[config.mk]
export PLATFORM = sky130hd
export DESIGN_NAME = unidad_de_control_multiciclo_flat
export DESIGN_NICKNAME = d
export VERILOG_FILES = /design/src/rtl/unidad_de_control_multiciclo_if.sv /design/src/rtl/unidad_de_control_multiciclo.sv /design/src/flat_wrapper.sv
export SDC_FILE = /design/constraint.sdc
export NUM_CORES = 1
export LEC_CHECK = 0
export CAP_MARGIN = 10
export CORE_MARGIN = 2
export CORE_UTILIZATION = 41
export DETAILED_ROUTE_END_ITERATION = 10
export GPL_TIMING_DRIVEN = 0
export PLACE_DENSITY = 0.84
export SYNTH_ARGS = -nofsm -noshare
export SYNTH_HDL_FRONTEND = slang
export SYNTH_SLANG_ARGS = --single-unit
[constraint.sdc]
create_clock -name clk -period 2.7 [get_ports clk]
set_input_delay 0.27 -clock clk [delete_from_list [all_inputs] [get_ports clk]]
set_output_delay 0.27 -clock clk [all_outputs]
set_load 0.005 [all_outputs]
[src/rtl/unidad_de_control_multiciclo_if.sv]
// Control bus between the multicycle ARM controller and the calculator datapath.
// The controller uses the master modport; the datapath side uses the slave modport.
interface unidad_de_control_multiciclo_if;
    logic [19:0] Instr;
    logic [3:0]  ALUFlags;
    logic        PCWrite;
    logic        AdrSrc;
    logic        MemWrite;
    logic        IRWrite;
    logic [1:0]  ResultSrc;
    logic [1:0]  ALUControl;
    logic        ALUSrcA;
    logic [1:0]  ALUSrcB;
    logic [1:0]  ImmSrc;
    logic [1:0]  RegSrc;
    logic        RegWrite;
    logic [3:0]  state_o;

    modport master (
        input  Instr, ALUFlags,
        output PCWrite, AdrSrc, MemWrite, IRWrite, ResultSrc, ALUControl,
               ALUSrcA, ALUSrcB, ImmSrc, RegSrc, RegWrite, state_o
    );

    modport slave (
        output Instr, ALUFlags,
        input  PCWrite, AdrSrc, MemWrite, IRWrite, ResultSrc, ALUControl,
               ALUSrcA, ALUSrcB, ImmSrc, RegSrc, RegWrite, state_o
    );
endinterface

[src/rtl/unidad_de_control_multiciclo.sv]
// Multicycle ARM control FSM: sequences FETCH..WB states, drives datapath selects/enables,
// holds the NZCV flags and the condition-pass bit latched in DECODE.
module unidad_de_control_multiciclo (
    input  logic                                  clk,
    input  logic                                  reset,
    unidad_de_control_multiciclo_if.master        bus
);
    typedef enum logic [3:0] {
        S_FETCH    = 4'd0,
        S_DECODE   = 4'd1,
        S_MEMADR   = 4'd2,
        S_MEMREAD  = 4'd3,
        S_MEMWB    = 4'd4,
        S_MEMWRITE = 4'd5,
        S_EXECUTER = 4'd6,
        S_EXECUTEI = 4'd7,
        S_ALUWB    = 4'd8,
        S_BRANCH   = 4'd9
    } state_t;

    state_t     r_state, w_next, w_view;
    logic [3:0] r_flags;
    logic       r_cond_ex;

    logic [3:0] w_cond;
    logic [1:0] w_op;
    logic [5:0] w_funct;
    logic       w_rd_pc;
    logic       w_cond_ex;
    logic [1:0] w_dp_ctrl;
    logic       w_regw, w_memw, w_br, w_fetch;

    assign w_cond  = bus.Instr[19:16];
    assign w_op    = bus.Instr[15:14];
    assign w_funct = bus.Instr[13:8];
    assign w_rd_pc = (bus.Instr[3:0] == 4'hF);

    // Condition evaluation against the committed flags {N,Z,C,V}.
    always_comb begin
        logic n, z, c, v;
        {n, z, c, v} = r_flags;
        case (w_cond)
            4'h0:    w_cond_ex = z;
            4'h1:    w_cond_ex = ~z;
            4'h2:    w_cond_ex = c;
            4'h3:    w_cond_ex = ~c;
            4'h4:    w_cond_ex = n;
            4'h5:    w_cond_ex = ~n;
            4'h6:    w_cond_ex = v;
            4'h7:    w_cond_ex = ~v;
            4'h8:    w_cond_ex = c & ~z;
            4'h9:    w_cond_ex = ~c | z;
            4'hA:    w_cond_ex = (n == v);
            4'hB:    w_cond_ex = (n != v);
            4'hC:    w_cond_ex = ~z & (n == v);
            4'hD:    w_cond_ex = z | (n != v);
            4'hE:    w_cond_ex = 1'b1;
            default: w_cond_ex = 1'b0;
        endcase
    end

    always_comb begin
        case (w_funct[4:1])
            4'b0100: w_dp_ctrl = 2'b00;
            4'b0010: w_dp_ctrl = 2'b01;
            4'b0000: w_dp_ctrl = 2'b10;
            4'b1100: w_dp_ctrl = 2'b11;
            default: w_dp_ctrl = 2'b00;
        endcase
    end

    // NOTE: sequential state uses non-blocking assignments so every register samples pre-edge values.
    always_ff @(posedge clk) begin
        if (reset) begin
            r_state   <= S_FETCH;
            r_flags   <= 4'b0000;
            r_cond_ex <= 1'b0;
        end else begin
            r_state <= w_next;
            if (r_state == S_DECODE)
                r_cond_ex <= w_cond_ex;
            if ((r_state == S_EXECUTER || r_state == S_EXECUTEI) && w_funct[0] && r_cond_ex)
                r_flags <= bus.ALUFlags;
        end
    end

    always_comb begin
        w_next = S_FETCH;
        case (r_state)
            S_FETCH:  w_next = S_DECODE;
            S_DECODE: begin
                case (w_op)
                    2'b00:   w_next = w_funct[5] ? S_EXECUTEI : S_EXECUTER;
                    2'b01:   w_next = S_MEMADR;
                    2'b10:   w_next = S_BRANCH;
                    default: w_next = S_FETCH;
                endcase
            end
            S_MEMADR:  w_next = w_funct[0] ? S_MEMREAD : S_MEMWRITE;
            S_MEMREAD: w_next = S_MEMWB;
            S_EXECUTER, S_EXECUTEI: w_next = S_ALUWB;
            default:   w_next = S_FETCH;
        endcase
    end

    // While reset is held the outputs show FETCH decoding with every enable forced low.
    assign w_view = reset ? S_FETCH : r_state;

    // NOTE: every output gets a default before the case so no latches are inferred.
    always_comb begin
        bus.AdrSrc     = 1'b0;
        bus.IRWrite    = 1'b0;
        bus.ResultSrc  = 2'b00;
        bus.ALUControl = 2'b00;
        bus.ALUSrcA    = 1'b0;
        bus.ALUSrcB    = 2'b00;
        w_regw         = 1'b0;
        w_memw         = 1'b0;
        w_br           = 1'b0;
        w_fetch        = 1'b0;
        case (w_view)
            S_FETCH: begin
                w_fetch       = 1'b1;
                bus.IRWrite   = 1'b1;
                bus.ALUSrcA   = 1'b1;
                bus.ALUSrcB   = 2'b10;
                bus.ResultSrc = 2'b10;
            end
            S_DECODE: begin
                bus.ALUSrcA = 1'b1;
                bus.ALUSrcB = 2'b10;
            end
            S_MEMADR: begin
                bus.ALUSrcB    = 2'b01;
                bus.ALUControl = w_funct[3] ? 2'b00 : 2'b01;
            end
            S_MEMREAD:  bus.AdrSrc = 1'b1;
            S_MEMWB: begin
                bus.ResultSrc = 2'b01;
                w_regw        = 1'b1;
            end
            S_MEMWRITE: begin
                bus.AdrSrc = 1'b1;
                w_memw     = 1'b1;
            end
            S_EXECUTER: bus.ALUControl = w_dp_ctrl;
            S_EXECUTEI: begin
                bus.ALUSrcB    = 2'b01;
                bus.ALUControl = w_dp_ctrl;
            end
            S_ALUWB:    w_regw = 1'b1;
            S_BRANCH: begin
                bus.ALUSrcB   = 2'b01;
                bus.ResultSrc = 2'b10;
                w_br          = 1'b1;
            end
            default: ;
        endcase
        if (reset)
            bus.IRWrite = 1'b0;
    end

    assign bus.MemWrite = ~reset & w_memw & r_cond_ex;
    assign bus.RegWrite = ~reset & w_regw & r_cond_ex & ~w_rd_pc;
    assign bus.PCWrite  = ~reset & (w_fetch | (w_br & r_cond_ex) | (w_regw & r_cond_ex & w_rd_pc));

    assign bus.ImmSrc = (w_op == 2'b01) ? 2'b10 : (w_op == 2'b10) ? 2'b01 : 2'b00;
    assign bus.RegSrc = {(w_op == 2'b01) & ~w_funct[0], (w_op == 2'b10)};
    assign bus.state_o = r_state;
endmodule
[src/flat_wrapper.sv]
// flat-port wrapper written by rule: the top's interface ports become plain ports
module unidad_de_control_multiciclo_flat 
  (clk, reset, bus_Instr, bus_ALUFlags, bus_PCWrite, bus_AdrSrc, bus_MemWrite, bus_IRWrite, bus_ResultSrc, bus_ALUControl, bus_ALUSrcA, bus_ALUSrcB, bus_ImmSrc, bus_RegSrc, bus_RegWrite, bus_state_o);
  unidad_de_control_multiciclo_if bus_i ();
  input  logic clk;
  input  logic reset;
  input wire logic [$bits(bus_i.Instr)-1:0] bus_Instr;
  input wire logic [$bits(bus_i.ALUFlags)-1:0] bus_ALUFlags;
  output wire logic [$bits(bus_i.PCWrite)-1:0] bus_PCWrite;
  output wire logic [$bits(bus_i.AdrSrc)-1:0] bus_AdrSrc;
  output wire logic [$bits(bus_i.MemWrite)-1:0] bus_MemWrite;
  output wire logic [$bits(bus_i.IRWrite)-1:0] bus_IRWrite;
  output wire logic [$bits(bus_i.ResultSrc)-1:0] bus_ResultSrc;
  output wire logic [$bits(bus_i.ALUControl)-1:0] bus_ALUControl;
  output wire logic [$bits(bus_i.ALUSrcA)-1:0] bus_ALUSrcA;
  output wire logic [$bits(bus_i.ALUSrcB)-1:0] bus_ALUSrcB;
  output wire logic [$bits(bus_i.ImmSrc)-1:0] bus_ImmSrc;
  output wire logic [$bits(bus_i.RegSrc)-1:0] bus_RegSrc;
  output wire logic [$bits(bus_i.RegWrite)-1:0] bus_RegWrite;
  output wire logic [$bits(bus_i.state_o)-1:0] bus_state_o;
  assign bus_i.Instr = bus_Instr;
  assign bus_i.ALUFlags = bus_ALUFlags;
  assign bus_PCWrite = bus_i.PCWrite;
  assign bus_AdrSrc = bus_i.AdrSrc;
  assign bus_MemWrite = bus_i.MemWrite;
  assign bus_IRWrite = bus_i.IRWrite;
  assign bus_ResultSrc = bus_i.ResultSrc;
  assign bus_ALUControl = bus_i.ALUControl;
  assign bus_ALUSrcA = bus_i.ALUSrcA;
  assign bus_ALUSrcB = bus_i.ALUSrcB;
  assign bus_ImmSrc = bus_i.ImmSrc;
  assign bus_RegSrc = bus_i.RegSrc;
  assign bus_RegWrite = bus_i.RegWrite;
  assign bus_state_o = bus_i.state_o;
  unidad_de_control_multiciclo u_core (.clk(clk), .reset(reset), .bus(bus_i));
endmodule
==> results of run 1 <==
synthesized netlist by cell type, types with 3 or more instances:
| cell type | n |
|---|---|
| xor2_1 | 4 |
| nor2b_1 | 3 |
| nand2_1 | 5 |
| buf_2 | 4 |
| xnor2_1 | 5 |
| a21oi_1 | 6 |
| dfxtp_1 | 9 |
| nand3b_1 | 4 |
| o21ai_0 | 7 |
| mux2i_1 | 5 |
| nor2_1 | 11 |
| nor3_1 | 3 |
cells by family after synthesis:
family	synth area share [%]
DFF	21.65
xor gates and xnor gates	9.473
muxes	6.015
buffers and inverters	6.917
AOI/OAI and AO/OA	20.75
and+or+nand+nor	35.19
stage by stage:
stage	util (%)	power, mW	area, µm²
floorplan	-	0.2218	832.0
detailed placement	65.21	0.3017	1266
global placement	65.21	0.2971	1266
finish	66.56	0.3994	1292
CTS	66.56	0.4064	1292
global route	66.56	0.4244	1292
metal layers:
layer | share of wire (%) | up-vias | GRT usage, % | wire length [µm]
met5 | 0 | - | 0 | 0
met4 | 0 | 0 | 0 | 0
met3 | 6.5 | 0 | 6.442 | 144
met2 | 49 | 40 | 34.25 | 1091
met1 | 44 | 420 | 22.52 | 983
li1 | - | 458 | - | -
state kept, by name (all words and copies together), names as in the netlist:
register            cells
u_core.bus.state_o      4
u_core.r_cond_ex        1
u_core.r_flags          4
worst max-delay path by stage:
stage / startpoint / endpoint / slack [ns] / depth (start not counted)
finish: reset / bus_ALUControl[0] / 0.32 / 7
global route: reset / bus_ALUControl[1] / 0.22 / 7
CTS: reset / bus_ALUControl[0] / 0.33 / 6
detailed placement: reset / bus_ALUControl[0] / 0.33 / 6
global placement: reset / bus_ALUControl[0] / 0.35 / 6
floorplan: u_core.bus.state_o[2]$_SDFF_PP0_ / bus_ALUControl[0] / 1.24 / 5
cell usage in the layout, fill, tap and decap left out, drive strengths merged, types with 2 or more instances in the layout:
cell / n
dfxtp: 9
a2bb2oi: 2
and2: 2
o21ai: 7
a211oi: 2
nor2: 11
buf: 7
xnor2: 5
nand4: 2
clkbuf: 5
xor2: 4
inv: 2
nor2b: 3
a21oi: 6
nand2: 5
clkdlybuf4s50: 40
nor3b: 3
or2: 3
nor3: 4
nand3b: 4
or3b: 2
mux2i: 5
critical path, cell delays in order:
cell             delay [ns]
clkdlybuf4s50_1        0.48
nor2_1                 0.19
nand2_1                0.11
nor3b_1                0.25
a31oi_1                0.11
o22ai_1                0.16
clkdlybuf4s50_1        0.54
where the power goes:
part | internal [mW] | leakage (nW) | switching, mW
logic | 0.0907 | 0.420 | 0.0661
clock network | 0.0567 | 0.0150 | 0.0431
registers | 0.138 | 0.0732 | 0.00504
layout make-up:
cell class	count	area, µm²
Clock buffer	4	26.28
Timing Repair Buffer	40	400.4
Multi-Input combinational cell	85	594.3
Tap cell	27	33.78
Sequential cell	9	180.2
Inverter	2	7.507
Fill cell	174	649.4
Buffer	8	50.05
==> run_results.csv, run 1 <==
group,metric,value,unit
routing,drtIter0Drc,15,
routing,drc,0,
sta,post-route-period-util,88.07,%
global_routing,grt_overflow,0,
logic_synthesis,synth_warnings,0,
cts,cts.sinks,9,
cts,cts_setup_buffers,0,
global_routing,grt_pass1_vias,874,
cells_and_area,n_antenna_cell,0,
logic_synthesis,synth-seq-cells,9,
flow_run,drv_cap,0,
sta,whs,0.5162,ns
cts,cts_hold_buf,0,
logic_synthesis,synthDistinctLibCells,42,
cells_and_area,finalNonFillerCells,175,
routing,drt-total-wl,2.220,mm
power_and_ir_drop,power_density,309.0,mW/mm²
worst_setup_path,start_kind,"input pin",
worst_setup_path,rr_endpoint,"u_core.r_cond_ex$_SDFFE_PP0P_",
sta,fmax,420.6,MHz
floorplanning,die_x,49.05,µm
cells_and_area,syn_to_final_growth,55.34,%
worst_setup_path,r2r_setup_slack,1.28,ns
worst_setup_path,end_kind,"primary output",
floorplanning,die_height,49.05,µm
floorplanning,rows,16,
logic_synthesis,syn_inst,104,
sta,period_minus_slack,2.378,ns
logic_synthesis,yosysSeqAreaShare,21.65,%
worst_setup_path,r2r_start,"u_core.r_flags[3]$_SDFFE_PP0P_",
global_routing,grt_max_degree,11,
cts,cts_root_buf,"clkbuf_4",
cells_and_area,nets,175,
routing,ant_nets,0,
sta,timing.final.ws_setup,0.3222,ns
logic_synthesis,ys_async_sr_fraction,0,%
cts,tritoncts,"built",
sta,worst_pin_slew,0.4553,ns
floorplanning,io_pins,46,
power_and_ir_drop,vdd_drop_max,0.3622,mV
worst_hold_path,whs_endpoint,"u_core.r_cond_ex$_SDFFE_PP0P_",
logic_synthesis,synth_edf_count,0,
global_routing,grt_use_total,18.77,%
cts,clk_path_buf_depth,2,
logic_synthesis,synth_top_area_cell,"dfxtp_1",
sta,slew_headroom,69.65,%
placement,dp_hpwl,1.741,mm
logic_synthesis,synth-main-ff-cell,"dfxtp_1",
logic_synthesis,syn-num-nets,130,
cts,cts_buffers,3,
worst_hold_path,whs_path_depth,4,
logic_synthesis,synthesis.area,832.0,µm²
cells_and_area,drive_gt1_share,12.84,%
routing,wl_per_cell,12.69,µm
cts,cts_resized,0,
worst_setup_path,arrival,2.11,ns
logic_synthesis,avgSynthCellArea,8.000,µm²
sta,fin_worst_skew,0.006196,ns
routing,num_vias,918,
placement,place.gp.congestion,0.8188,
floorplanning,start_util,42.85,%
cts,cts-htree-levels,1,
placement,port_buffers,40,
global_routing,grt_pass1_wl,3.684,mm
sta,rsz0062_at_grt,"no",
global_routing,antenna_found_initial,0,
worst_setup_path,r2r_cells,5,
placement,dp_cells,171,
worst_setup_path,required,2.43,ns
sta,setup_tns,0,ns
routing,viasPerCell,5.246,
worst_setup_path,worstSetupPathType,"in2out",
logic_synthesis,synth_area_leaders,"dfxtp_1 (22%), mux2i_1 (6.0%), xnor2_1 (5.3%)",
sta,finalSetupViolations,0,
routing,first_pass_iters,7,
cts,clk_pin_slew,0.05,ns
sta,slew_violations,0,
floorplanning,core_area,0.001942,mm²
power_and_ir_drop,leakagePower,0.5086,nW
worst_hold_path,hold_path_startpoint,"bus_Instr[16]",
worst_hold_path,hp-class,"in2reg",
worst_setup_path,cp_max_fo,6,
floorplanning,dieArea,0.002406,mm²
logic_synthesis,yosysTopAreaCellShare,21.65,%
cts,clock_latency,0.25,ns
run_status,status,"finished clean",
sta,hold_viol_final,0,
placement,place_ws,0.3292,ns
(Power assumes the default switching activity.)
==> run 2: changes to the inputs <==
--- a/config.mk
+++ b/config.mk
@@ -5,12 +5,12 @@
 export SDC_FILE = /design/constraint.sdc
 export NUM_CORES = 1
 export LEC_CHECK = 0
+export ABC_CLOCK_PERIOD_IN_PS = 2700
 export CAP_MARGIN = 10
 export CORE_MARGIN = 2
-export CORE_UTILIZATION = 41
+export CORE_UTILIZATION = 25
 export DETAILED_ROUTE_END_ITERATION = 10
 export GPL_TIMING_DRIVEN = 0
-export PLACE_DENSITY = 0.84
 export SYNTH_ARGS = -nofsm -noshare
 export SYNTH_HDL_FRONTEND = slang
 export SYNTH_SLANG_ARGS = --single-unit
==> run 2 against run 1 <==
Non-clock buffer count is the same. Via count grew 0.22%. Power shrank 0.53%. Sequential share of layout area shrank 0.23 points. Cell count grew 9.7%. Setup slack lost 0.017 ns. Global-route usage shrank 5.9 points. Flip-flop and latch count is the same. Critical path type unchanged. Final area grew 1.6%. Die area grew 58%.
==> run_results.csv, run 2 (same netlist as run 1, synthesis figures left out) <==
group,metric,value,unit
sta,fmax,417.6,MHz
placement,port_buffers,40,
routing,drtIter0Drc,16,
worst_setup_path,worst-path-buf-inv,2,
sta,rsz0062_at_grt,"no",
sta,finalSetupViolations,0,
worst_setup_path,r2r_setup_slack,1.28,ns
worst_hold_path,whs_endpoint,"u_core.r_cond_ex$_SDFFE_PP0P_",
routing,first_pass_iters,4,
cts,clk_path_buf_depth,2,
routing,num_vias,920,
sta,setup_tns,0,ns
cts,cts_hold_buf,0,
placement,dp_cells,188,
cts,cts-htree-levels,1,
cts,cts_resized,0,
cts,tritoncts,"built",
sta,worst_pin_slew,0.4433,ns
cts,clk_pin_slew,0.05,ns
power_and_ir_drop,leakagePower,0.5086,nW
cells_and_area,finalNonFillerCells,192,
worst_setup_path,slowest_stage,"clkdlybuf4s50_1",
cts,cts_setup_buffers,0,
sta,timing.final.ws_setup,0.3051,ns
floorplanning,dieArea,0.003806,mm²
sta,fin_worst_skew,0.008277,ns
sta,period_minus_slack,2.395,ns
routing,ant_nets,0,
flow_run,drv_cap,0,
cells_and_area,drive_gt1_share,12.84,%
worst_setup_path,r2r_cells,5,
global_routing,grt_pass1_vias,892,
sta,hold_viol_final,0,
worst_setup_path,cpMostUsedCell,"clkdlybuf4s50_1",
placement,dp_hpwl,1.847,mm
cells_and_area,layout_common_cells,"clkdlybuf4s50_1 (40), nor2_1 (11), dfxtp_1 (9), o21ai_0 (7), a21oi_1 (6)",
global_routing,grt_pass1_wl,3.767,mm
cells_and_area,nets,175,
floorplanning,die_height,61.69,µm
routing,wl_per_cell,11.56,µm
worst_hold_path,hold_path_startpoint,"bus_Instr[16]",
sta,slew_headroom,70.44,%
cts,cts_buffers,3,
worst_setup_path,required,2.43,ns
floorplanning,io_pins,46,
routing,viasPerCell,4.792,
worst_setup_path,cp_max_fo,6,
power_and_ir_drop,vdd_drop_max,0.1594,mV
power_and_ir_drop,power_density,302.4,mW/mm²
global_routing,grt_overflow,0,
worst_setup_path,rr_endpoint,"u_core.r_cond_ex$_SDFFE_PP0P_",
floorplanning,die_x,61.69,µm
worst_setup_path,slowest_delay,0.54,ns
worst_setup_path,end_kind,"primary output",
run_status,status,"finished clean",
placement,place_ws,0.2989,ns
global_routing,grt_use_total,12.88,%
cells_and_area,n_antenna_cell,0,
worst_hold_path,whs_path_depth,4,
cts,cts_root_buf,"clkbuf_4",
cells_and_area,layout.cells.most_common,"clkdlybuf4s50_1",
worst_hold_path,hp-class,"in2reg",
routing,drc,0,
cts,cts.sinks,9,
sta,slew_violations,0,
floorplanning,core_area,0.003103,mm²
routing,drt-total-wl,2.220,mm
cells_and_area,syn_to_final_growth,57.89,%
cts,clock_latency,0.26,ns
worst_setup_path,start_kind,"input pin",
global_routing,antenna_found_initial,0,
worst_setup_path,crit_family,"buffers and inverters",
sta,post-route-period-util,88.70,%
placement,place.gp.congestion,0.7620,
floorplanning,rows,20,
worst_setup_path,worstSetupPathType,"in2out",
worst_setup_path,r2r_start,"u_core.r_flags[0]$_SDFFE_PP0P_",
worst_setup_path,arrival,2.12,ns
floorplanning,start_util,26.81,%
worst_setup_path,cp_cell_sequence,"clkdlybuf4s50_1, or3_4, nor3b_2, a31oi_1, o22ai_1, clkdlybuf4s50_1",
global_routing,grt_max_degree,11,
[run 2: metrics by stage]
stage | power (mW) | hold slack (ns) | instance area (µm²) | util (%)
3_3_place_gp | 0.2985 | 0.5335 | 1287 | 41.49
6_report | 0.3973 | 0.5253 | 1314 | 42.34
3_5_place_dp | 0.3010 | 0.5416 | 1287 | 41.49
2_1_floorplan | 0.2218 | 0.4139 | 832.0 | -
5_1_grt | 0.4234 | 0.5611 | 1314 | 42.34
4_1_cts | 0.4030 | 0.5260 | 1314 | 42.34
[run 2: report_power, final]
group | switching [mW] | leakage [nW] | internal, mW
Sequential | 0.00495 | 0.0732 | 0.138
Clock | 0.0435 | 0.0150 | 0.0567
Combinational | 0.0637 | 0.420 | 0.0906
Total | 0.112 | 0.509 | 0.285
[run 2: per-layer routing]
metal	up-vias	global-route usage, %	routed length, µm
li1	466	-	-
met1	428	16.19	963
met2	24	22.56	1137
met5	-	0	0
met4	0	3.647	10
met3	2	2.277	108
[run 2: final cells by class]
type,count,area (µm²)
inverter,2,7.507
sequential,9,180.2
fill,336,1789
timing repair buffer,40,400.4
clock buffer,4,26.28
multi-input combinational,85,594.3
buffer,8,50.05
tap,44,55.05
[run 2: how the worst max path moves through the flow]
stage | cells after the start | from | end | slack, ns
after floorplan | 5 | u_core.bus.state_o[2]$_SDFF_PP0_ | bus_ALUControl[0] | 1.24
after global placement | 6 | reset | bus_ALUControl[0] | 0.31
after detailed placement | 6 | reset | bus_ALUControl[0] | 0.30
after CTS | 6 | reset | bus_ALUControl[0] | 0.30
after global routing | 7 | reset | bus_ALUControl[0] | 0.11
final | 6 | reset | bus_ALUControl[0] | 0.31
[run 2: worst register-to-register path: stages, from the launching register on]
cell and delay (ns):
dfxtp_1 0.41, xor2_1 0.27, xor2_1 0.09, o21ai_0 0.20, o211ai_2 0.13, a211oi_2 0.23
==> run 3: changes to the inputs <==
--- a/config.mk
+++ b/config.mk
@@ -5,10 +5,13 @@
 export SDC_FILE = /design/constraint.sdc
 export NUM_CORES = 1
 export LEC_CHECK = 0
+export ABC_AREA = 1
 export ABC_CLOCK_PERIOD_IN_PS = 2700
 export CAP_MARGIN = 10
 export CORE_MARGIN = 2
 export CORE_UTILIZATION = 25
+export CTS_CLUSTER_DIAMETER = 200
+export CTS_CLUSTER_SIZE = 40
 export DETAILED_ROUTE_END_ITERATION = 10
 export GPL_TIMING_DRIVEN = 0
 export SYNTH_ARGS = -nofsm -noshare
==> run 3 against run 2 <==
Hold slack worse by 0.017 ns. Core utilization up 0.24 points. Clock skew fell by 0.0018 ns.
==> run_results.csv, run 3 <==
group,metric,value,unit
run_status,status,"finished clean",
sta,hold_viol_final,0,
logic_synthesis,synth_warnings,0,
logic_synthesis,avgSynthCellArea,5.613,µm²
global_routing,antenna_found_initial,0,
logic_synthesis,synth_area_leaders,"dfxtp_1 (22%), nand2_1 (17%), nor2_1 (9.3%)",
cts,cts_resized,0,
logic_synthesis,syn-num-nets,170,
worst_setup_path,arrival,1.98,ns
logic_synthesis,synthDistinctLibCells,25,
worst_hold_path,hp-class,"reg2reg",
logic_synthesis,yosysMostFrequentCell,"nand2_1",
power_and_ir_drop,intPower,0.2727,mW
sta,slew_headroom,82.34,%
placement,place.gp.congestion,0.8674,
global_routing,grt_max_degree,11,
global_routing,use_met3,2.772,%
sta,post-route-period-util,83.23,%
power_and_ir_drop,power.share.switching,30.74,%
logic_synthesis,synth_common_cells,"nand2_1 (37), nor2_1 (20), inv_1 (13)",
placement,dp_cells,229,
cts,clk_pin_slew,0.06,ns
global_routing,grt_overflow,0,
power_and_ir_drop,netSwitchingPower,0.1210,mW
sta,setup_tns,0,ns
logic_synthesis,yosysSeqAreaShare,22.29,%
logic_synthesis,syn_inst,144,
global_routing,grt_pass1_vias,951,
power_and_ir_drop,p_seq_share,37.2,%
worst_setup_path,end_kind,"primary output",
sta,fin_worst_skew,0.006515,ns
sta,whs,0.5086,ns
cts,cts_buffers,3,
routing,wl_per_cell,9.794,µm
cts,cts.sinks,9,
cts,clock_latency,0.26,ns
power_and_ir_drop,leakagePower,0.5178,nW
global_routing,grt_use_total,14.05,%
floorplanning,io_pins,46,
logic_synthesis,synth-main-ff-cell,"dfxtp_1",
cts,cts_hold_buf,0,
routing,ant_nets,0,
floorplanning,start_util,26.48,%
cells_and_area,final_util,42.58,%
placement,post_dp_cell_area,0.001274,mm²
sta,fmax,445.0,MHz
cells_and_area,n_antenna_cell,0,
floorplanning,die_x,60.86,µm
routing,drtIter0Drc,21,
global_routing,grt_pass1_wl,3.953,mm
global_routing,use_met2,22.73,%
placement,dp_hpwl,1.905,mm
power_and_ir_drop,power_density,302.9,mW/mm²
placement,port_buffers,41,
flow_run,drv_cap,0,
cts,cts_root_buf,"clkbuf_4",
floorplanning,dieArea,0.003704,mm²
routing,num_vias,1031,
sta,worst_pin_slew,0.2646,ns
worst_setup_path,required,2.43,ns
logic_synthesis,yosysTopAreaCellShare,22.29,%
sta,rsz0062_at_grt,"no",
worst_setup_path,start_kind,"input pin",
cells_and_area,num-fill-cells,336,
floorplanning,die_height,60.86,µm
cells_and_area,finalNonFillerCells,233,
cts,clk_path_buf_depth,2,
cts,cts-htree-levels,1,
logic_synthesis,synth_edf_count,0,
routing,drc,0,
worst_setup_path,cp_max_fo,10,
cells_and_area,drive_gt1_share,13.76,%
routing,drt-total-wl,2.282,mm
floorplanning,core_area,0.003053,mm²
sta,slew_violations,0,
logic_synthesis,ys_async_sr_fraction,0,%
logic_synthesis,synth_top_area_cell,"dfxtp_1",
power_and_ir_drop,vdd_drop_max,0.1552,mV
cts,tritoncts,"built",
cells_and_area,syn_to_final_growth,60.84,%
global_routing,use_met1,17.59,%
cells_and_area,layout_common_cells,"clkdlybuf4s50_1 (41), nand2_1 (37), nor2_1 (20), inv_1 (13), o21ai_1 (10)",
power_and_ir_drop,pwr-share-clk,26.5,%
global_routing,grt_busiest_layer,"met2",
routing,viasPerCell,4.425,
cells_and_area,layout.cells.most_common,"clkdlybuf4s50_1",
cells_and_area,final_area,0.001300,mm²
floorplanning,rows,20,
worst_setup_path,worstSetupPathType,"in2out",
sta,finalSetupViolations,0,
power_and_ir_drop,p_comb_share,36.2,%
logic_synthesis,synthesis.area,808.3,µm²
logic_synthesis,synth-seq-cells,9,
cts,cts_setup_buffers,0,
sta,period_minus_slack,2.247,ns
routing,first_pass_iters,4,
cells_and_area,nets,216,
run 3: changes by cell type after synthesis, sizes merged, moves of 3 or more:
| cell | previous run | this run |
|---|---|---|
| nor2 | 11 | 27 |
| inv | 2 | 20 |
| xnor2 | 5 | 0 |
| nor3b | 3 | 0 |
| o21ai | 7 | 14 |
| xor2 | 4 | 0 |
| mux2i | 5 | 0 |
| buf | 7 | 3 |
| nand3 | 1 | 11 |
| nand2 | 5 | 38 |
| nor2b | 3 | 0 |
| a21oi | 6 | 10 |
| nand3b | 4 | 0 |
run 3: cells by family (layout without fill, tap and decap cells):
logic type,Yosys count,after routing,synth area share [%]
simple gates,82,82,45.51
compound gates,29,29,20.28
buf+inv,24,69,11.92
flops,9,9,22.29
run 3: power groups by stage:
stage               clock network [mW]  logic, mW  registers, mW
floorplan                            0     0.0643          0.148
global placement                     0      0.141          0.150
detailed placement                   0      0.143          0.150
CTS                              0.106      0.144          0.147
global route                     0.112      0.161          0.148
finish                           0.104      0.143          0.147
run 3: metal layers:
| layer | up-vias | routed length, µm | part of all wire [%] |
|---|---|---|---|
| met1 | 448 | 1038 | 45 |
| met3 | 5 | 131 | 5.7 |
| met5 | - | 0 | 0 |
| li1 | 552 | - | - |
| met4 | 0 | 48 | 2.1 |
| met2 | 26 | 1063 | 47 |
run 3: worst max-delay path, cell delays in order:
cell and delay, ns:
clkdlybuf4s50_1 0.41, inv_1 0.09, buf_2 0.21, nand4_1 0.18, o21ai_1 0.17, nor2_1 0.06, nor2_1 0.08, clkdlybuf4s50_1 0.50
run 3: area by class of cell:
cell class                 instances  area (µm²)  share of cell area [%]
timing repair buffer              41       410.4                   31.57
inverter                          21       78.83                   6.064
buffer                             3       17.52                   1.347
clock buffer                       4       26.28                   2.021
multi-input combinational        111       531.8                   40.90
tap                               44       55.05                   4.235
sequential                         9       180.2                   13.86
run 3: worst paths after layout:
| kind | start | end | slack, ns | cells after the start |
|---|---|---|---|---|
| worst max register to register | u_core.bus.state_o[2]$_SDFF_PP0_ | u_core.r_flags[0]$_SDFFE_PP0P_ | 1.45 | 7 |
| worst max-delay path | reset | bus_PCWrite | 0.45 | 8 |
| worst min-delay path | u_core.r_flags[0]$_SDFFE_PP0P_ | u_core.r_flags[0]$_SDFFE_PP0P_ | 0.51 | 2 |
| worst min register to register | u_core.r_flags[0]$_SDFFE_PP0P_ | u_core.r_flags[0]$_SDFFE_PP0P_ | 0.51 | 2 |
run 3: metrics by stage:
stage               worst slack [ns]  power, mW
finish                        0.4527     0.3937
global route                  0.2794     0.4209
CTS                           0.4441     0.3968
detailed placement            0.4545     0.2928
global placement              0.4624     0.2908
floorplan                      1.385     0.2127
